## src/rtl/serial_mux_tx_pkg.sv

```systemverilog
// Shared types and constants for the serial_mux_tx transmit path.
// Parity bit is generated only when SERIAL_MUX_TX_PARITY_EN is defined.
package serial_mux_pkg;

    localparam int NUM_CH = 4;
    localparam int PORT_W = 2;

    typedef enum logic [1:0] {
        ST_IDLE,
        ST_SHIFT,
        ST_PAR
    } state_t;

endpackage

```

## src/rtl/serial_mux_tx_rr_arbiter4.sv

```systemverilog
// Four-way round-robin arbiter, purely combinational.
// Search starts one past the previous winner.
module rr_arbiter4
    import serial_mux_pkg::*;
(
    input  logic [NUM_CH-1:0] req,
    input  logic [PORT_W-1:0] last_grant,
    input  logic              en,
    output logic [NUM_CH-1:0] gnt_onehot,
    output logic [PORT_W-1:0] gnt_idx,
    output logic              any_gnt
);

    always_comb begin
        logic [PORT_W-1:0] v_c;
        v_c        = '0;
        gnt_onehot = '0;
        gnt_idx    = '0;
        any_gnt    = 1'b0;
        if (en) begin
            for (int k = 1; k <= NUM_CH; k++) begin
                v_c = last_grant + PORT_W'(k);
                if (!any_gnt && req[v_c]) begin
                    any_gnt        = 1'b1;
                    gnt_idx        = v_c;
                    gnt_onehot[v_c] = 1'b1;
                end
            end
        end
    end

endmodule

```

## src/rtl/serial_mux_tx.sv

```systemverilog
// Four-channel round-robin serializer, LSB first, one word per frame.
// Define SERIAL_MUX_TX_PARITY_EN to append an even-parity bit to each frame.
module serial_mux_tx
    import serial_mux_pkg::*;
#(
    parameter int DATA_W = 8
) (
    input  logic              clk,
    input  logic              rst,
    input  logic [NUM_CH-1:0] ch_valid,
    output logic [NUM_CH-1:0] ch_ready,
    input  logic [DATA_W-1:0] ch_data0,
    input  logic [DATA_W-1:0] ch_data1,
    input  logic [DATA_W-1:0] ch_data2,
    input  logic [DATA_W-1:0] ch_data3,
    output logic              ser_out,
    output logic              ser_valid,
    output logic [PORT_W-1:0] port_num,
    output logic              busy
);

    localparam int CNT_W = (DATA_W > 1) ? $clog2(DATA_W) : 1;

    state_t              r_state;
    logic [DATA_W-1:0]   r_shreg;
    logic [CNT_W-1:0]    r_cnt;
    logic [PORT_W-1:0]   r_last;
    logic [PORT_W-1:0]   r_port;
    logic                r_ser_out;
    logic                r_ser_valid;
`ifdef SERIAL_MUX_TX_PARITY_EN
    logic                r_par;
`endif

    logic                w_en;
    logic [NUM_CH-1:0]   w_gnt;
    logic [PORT_W-1:0]   w_idx;
    logic                w_any;
    logic [DATA_W-1:0]   w_word;

    // Reset blocks the grant so no source sees a handshake that is discarded.
    assign w_en = (r_state == ST_IDLE) && !rst;

    rr_arbiter4 u_arb (
        .req        (ch_valid),
        .last_grant (r_last),
        .en         (w_en),
        .gnt_onehot (w_gnt),
        .gnt_idx    (w_idx),
        .any_gnt    (w_any)
    );

    always_comb begin
        w_word = ch_data0;
        unique case (w_idx)
            2'd0: w_word = ch_data0;
            2'd1: w_word = ch_data1;
            2'd2: w_word = ch_data2;
            2'd3: w_word = ch_data3;
            default: w_word = ch_data0;
        endcase
    end

    always_ff @(posedge clk) begin
        if (rst) begin
            r_state     <= ST_IDLE;
            r_shreg     <= '0;
            r_cnt       <= '0;
            r_last      <= PORT_W'(NUM_CH - 1);
            r_port      <= '0;
            r_ser_out   <= 1'b0;
            r_ser_valid <= 1'b0;
`ifdef SERIAL_MUX_TX_PARITY_EN
            r_par       <= 1'b0;
`endif
        end else begin
            unique case (r_state)
                ST_IDLE: begin
                    r_ser_out   <= 1'b0;
                    r_ser_valid <= 1'b0;
                    if (w_any) begin
                        r_shreg <= w_word;
                        r_port  <= w_idx;
                        r_last  <= w_idx;
                        r_cnt   <= '0;
                        r_state <= ST_SHIFT;
`ifdef SERIAL_MUX_TX_PARITY_EN
                        r_par   <= 1'b0;
`endif
                    end
                end
                ST_SHIFT: begin
                    r_ser_out   <= r_shreg[0];
                    r_ser_valid <= 1'b1;
                    r_shreg     <= r_shreg >> 1;
                    r_cnt       <= r_cnt + CNT_W'(1);
`ifdef SERIAL_MUX_TX_PARITY_EN
                    r_par       <= r_par ^ r_shreg[0];
`endif
                    if (r_cnt == CNT_W'(DATA_W - 1)) begin
`ifdef SERIAL_MUX_TX_PARITY_EN
                        r_state <= ST_PAR;
`else
                        r_state <= ST_IDLE;
`endif
                    end
                end
`ifdef SERIAL_MUX_TX_PARITY_EN
                ST_PAR: begin
                    r_ser_out   <= r_par;
                    r_ser_valid <= 1'b1;
                    r_state     <= ST_IDLE;
                end
`endif
                default: begin
                    r_ser_out   <= 1'b0;
                    r_ser_valid <= 1'b0;
                    r_state     <= ST_IDLE;
                end
            endcase
        end
    end

    assign ch_ready  = w_gnt;
    assign ser_out   = r_ser_out;
    assign ser_valid = r_ser_valid;
    assign port_num  = r_port;
    assign busy      = (r_state != ST_IDLE);

endmodule

```

## config.mk

```make
export PLATFORM = sky130hd
export DESIGN_NAME = serial_mux_tx
export DESIGN_NICKNAME = d
export VERILOG_FILES = /design/src/rtl/serial_mux_tx_pkg.sv /design/src/rtl/serial_mux_tx_rr_arbiter4.sv /design/src/rtl/serial_mux_tx.sv
export SDC_FILE = /design/constraint.sdc
export NUM_CORES = 1
export LEC_CHECK = 0
export BUFFER_PORTS_ARGS = -buffer_cell sky130_fd_sc_hd__buf_2
export CAP_MARGIN = 15
export CORE_MARGIN = 5
export CORE_UTILIZATION = 50
export CTS_CLUSTER_SIZE = 12
export DETAILED_ROUTE_END_ITERATION = 7
export GPL_TIMING_DRIVEN = 0
export MAX_ROUTING_LAYER = met4
export PLACE_DENSITY = 0.79
export SKIP_CTS_REPAIR_TIMING = 1
export SYNTH_ARGS = -nofsm -noshare
export SYNTH_HDL_FRONTEND = slang
export SYNTH_SLANG_ARGS = --single-unit
export TNS_END_PERCENT = 10
```

## constraint.sdc

```tcl
create_clock -name clk -period 3.39 [get_ports clk]
set_input_delay 0 -clock clk [delete_from_list [all_inputs] [get_ports clk]]
set_output_delay 0 -clock clk [all_outputs]
set_load 0.005 [all_outputs]
```

==> results.tsv <==
metric	value	unit
Fmax achieved	318	MHz
synth cell count leaders	dfxtp_1 (18), nand2_1 (14), nor2_1 (12)	
IO Port Bufs	46	
vias per cell	6.05	
CP Launch Type	flip-flop	
critical path endpoint category	flip-flop	
path category of the worst min-delay check	primary input to flip-flop	
clock share of power	9.0	%
first-pass GRT wire length	6470	um
post-synthesis cell type count	46	
Max Cap Viol	0	
# clock sinks	18	
leakage	0.000802	uW
Syn. warnings	0	
WL/cell	16.5	um
clock-pin slew on the worst setup and hold paths	0.10	ns
sequential-to-total area share from yosys stat	25.2	%
met3 WL	306	um
antenna cells	0	
H-tree depth	1	
detailed placement HPWL	3080	um
Internal	800	uW
Post-synth EDFFs	0	
initial antenna violation count	0	
GRT Util Overall	19.8	%
HP Start	ch_data1[2]	
Die Ht	63.5	um
clock network latency to the later pin of the worst-skew pair	0.29	ns
Worst Setup Path Type	flip-flop to flip-flop	
Pwr per Cell Area	818	mW/mm^2
CP required	3.59	ns
#FFs+latches synth	18	
core area	0.00276	mm^2
minimum clock period	3.14	ns
gr ovfl total	0	
Post-Syn Instances	159	
Longest Clk Path Bufs	2	
Vias	1501	
Setup Viol. Count Final	0	
Syn Std Cell Area	0.00143	mm^2
R2R Path Start	r_last[1]$_SDFFE_PP1P_	
Hold Path Depth	3	
status	finished, final reports clean	
area growth from synthesis to layout	27.4	%
Reg2Reg Depth	9	
setup TNS	0	ns
antenna viol nets, final	0	
fin nets	266	
io pins	47	
Root Driver	clkbuf_4	
metal1 wirelength	1630	um
ys async rst share	0	%
Starting Density	51.9	%
Clock Skews	0.000687	ns
top post-synthesis cells by area	dfxtp_1 (25%), ha_1 (8.7%), mux4_2 (6.3%)	
Post-Route WL	4090	um
placed inst area	0.00170	mm^2
routed wl met2	2140	um
gpl congestion	0.848	
Synth area leader	dfxtp_1	
Cell Rows	19	
pin count of the biggest net entering global routing	12	
DRC Markers	0	
Top Metal Used	met4	
Final Hold Fails	0	
RSZ-0062 raised after global routing	false	
Die X	63.5	um
FILL cells	238	
most frequent cell after synthesis	dfxtp_1	
layout cell share with drive strength beyond 1	33.6	%
Hold Slack	0.0127	ns
Worst Tran Pin Value	0.769	ns
CTS tree	done	
DR iter-0 viols	139	
Avg Cell Area, Syn	8.99	um^2
design area	0.00182	mm^2
Seq pwr share	23.5	%
final slew viol count	0	
Crit Path Max Fanout	11	
Switching Fraction	46.3	%
switching pwr	690	uW
DR pass1 iterations	4	
vias in the first global route	1481	
CTS buffer count	3	
crit path launch	r_last[1]$_SDFFE_PP1P_	
CP Data Arrival Time	3.34	ns
Tcrit/Tclk final	92.7	%
Mapped Nets	207	
Comb power frac	67.5	%
Die ar.	0.00403	mm^2
Max VDD drop	655	uV
Rel. slew slack	48.4	%
Synth Flop Type	dfxtp_1	
Synth top area share	25.2	%
## power by group through the flow
stage               clock network, uW  registers, uW  logic [uW]
floorplan                           0            341         753
CTS                               134            347         981
finish                            135            350        1010
detailed placement                  0            352         977
global route                      147            362        1100
global placement                    0            349         930
## stage by stage
stage	total power, uW	worst slack (ns)	instances	utilization [%]
global route	1610	0.00771	248	66.1
CTS	1460	0.0975	240	62.9
floorplan	1090	0.480	159	-
global placement	1280	0.195	236	61.6
detailed placement	1330	0.127	236	61.6
finish	1490	0.249	248	66.1
## final timing paths
kind	endpoint	slack (ns)
max	r_shreg[7]$_SDFFE_PP0P_	0.25
min	r_shreg[2]$_SDFFE_PP0P_	0.01
max reg2reg	r_shreg[7]$_SDFFE_PP0P_	0.25
min reg2reg	port_num[1]$_SDFFE_PP0P_	0.47
## cell usage in the layout (no fill, tap or decap), types with 2 or more instances in the layout
| master | Yosys | routed |
|---|---|---|
| buf_4 | 2 | 2 |
| a21oi_1 | 9 | 9 |
| dfxtp_1 | 18 | 17 |
| clkbuf_4 | 0 | 3 |
| mux4_2 | 4 | 4 |
| buf_2 | 3 | 49 |
| nor2_1 | 12 | 12 |
| inv_1 | 3 | 3 |
| a221oi_1 | 4 | 4 |
| clkbuf_1 | 3 | 3 |
| o22ai_1 | 2 | 2 |
| dlygate4sd3_1 | 0 | 8 |
| nand3_1 | 3 | 3 |
| a31o_1 | 5 | 5 |
| o21ai_0 | 5 | 5 |
| and2_1 | 3 | 3 |
| a22o_1 | 8 | 8 |
| ha_1 | 10 | 9 |
| and3_1 | 2 | 2 |
| nand3b_1 | 6 | 6 |
| o31ai_1 | 2 | 2 |
| a22oi_1 | 6 | 6 |
| a221o_1 | 6 | 6 |
| nand2b_1 | 5 | 4 |
| nand2_1 | 14 | 14 |
| nor2b_1 | 2 | 2 |
## critical path, stage by stage, from the launching register on
cell and delay (ns):
dfxtp_1 0.56, inv_1 0.19, ha_2 0.44, mux4_2 0.58, nor3_2 0.20, and2_1 0.15
buf_4 0.15, o311ai_4 0.20, a32o_1 0.33, a221o_1 0.25
## per-layer routing
layer / track usage (%) / vias to the layer above
li1: - / 734
met1: 23.6 / 705
met2: 33.4 / 60
met3: 5.15 / 2
met4: 4.42 / 0
met5: - / -
## flip-flops by register name (all words and copies together) (netlist names)
name	flops
port_num	2
r_cnt	3
r_last	2
r_shreg	8
r_state	1
ser_out	1
ser_valid	1
## logic make-up after synthesis
logic type | Yosys count | synth area share (%)
AO/OA/AOI/OAI | 56 | 31.2
XOR/XNOR | 1 | 0.613
adder cells (fa/ha/maj) | 10 | 8.75
buffers and inverters | 13 | 4.72
flip-flops | 18 | 25.2
multiplexers | 6 | 7.79
AND/OR/NAND/NOR | 55 | 21.7
## cell type report
| class | count | area [um^2] | area share, % |
|---|---|---|---|
| Buffer | 10 | 56.3 | 3.09 |
| Clock buffer | 4 | 36.3 | 1.99 |
| Inverter | 3 | 11.3 | 0.618 |
| Multi-Input combinational cell | 128 | 1010 | 55.3 |
| Sequential cell | 18 | 362 | 19.8 |
| Tap cell | 31 | 38.8 | 2.13 |
| Timing Repair Buffer | 54 | 310 | 17.0 |
No activity file was read; power rests on OpenSTA's default activity.
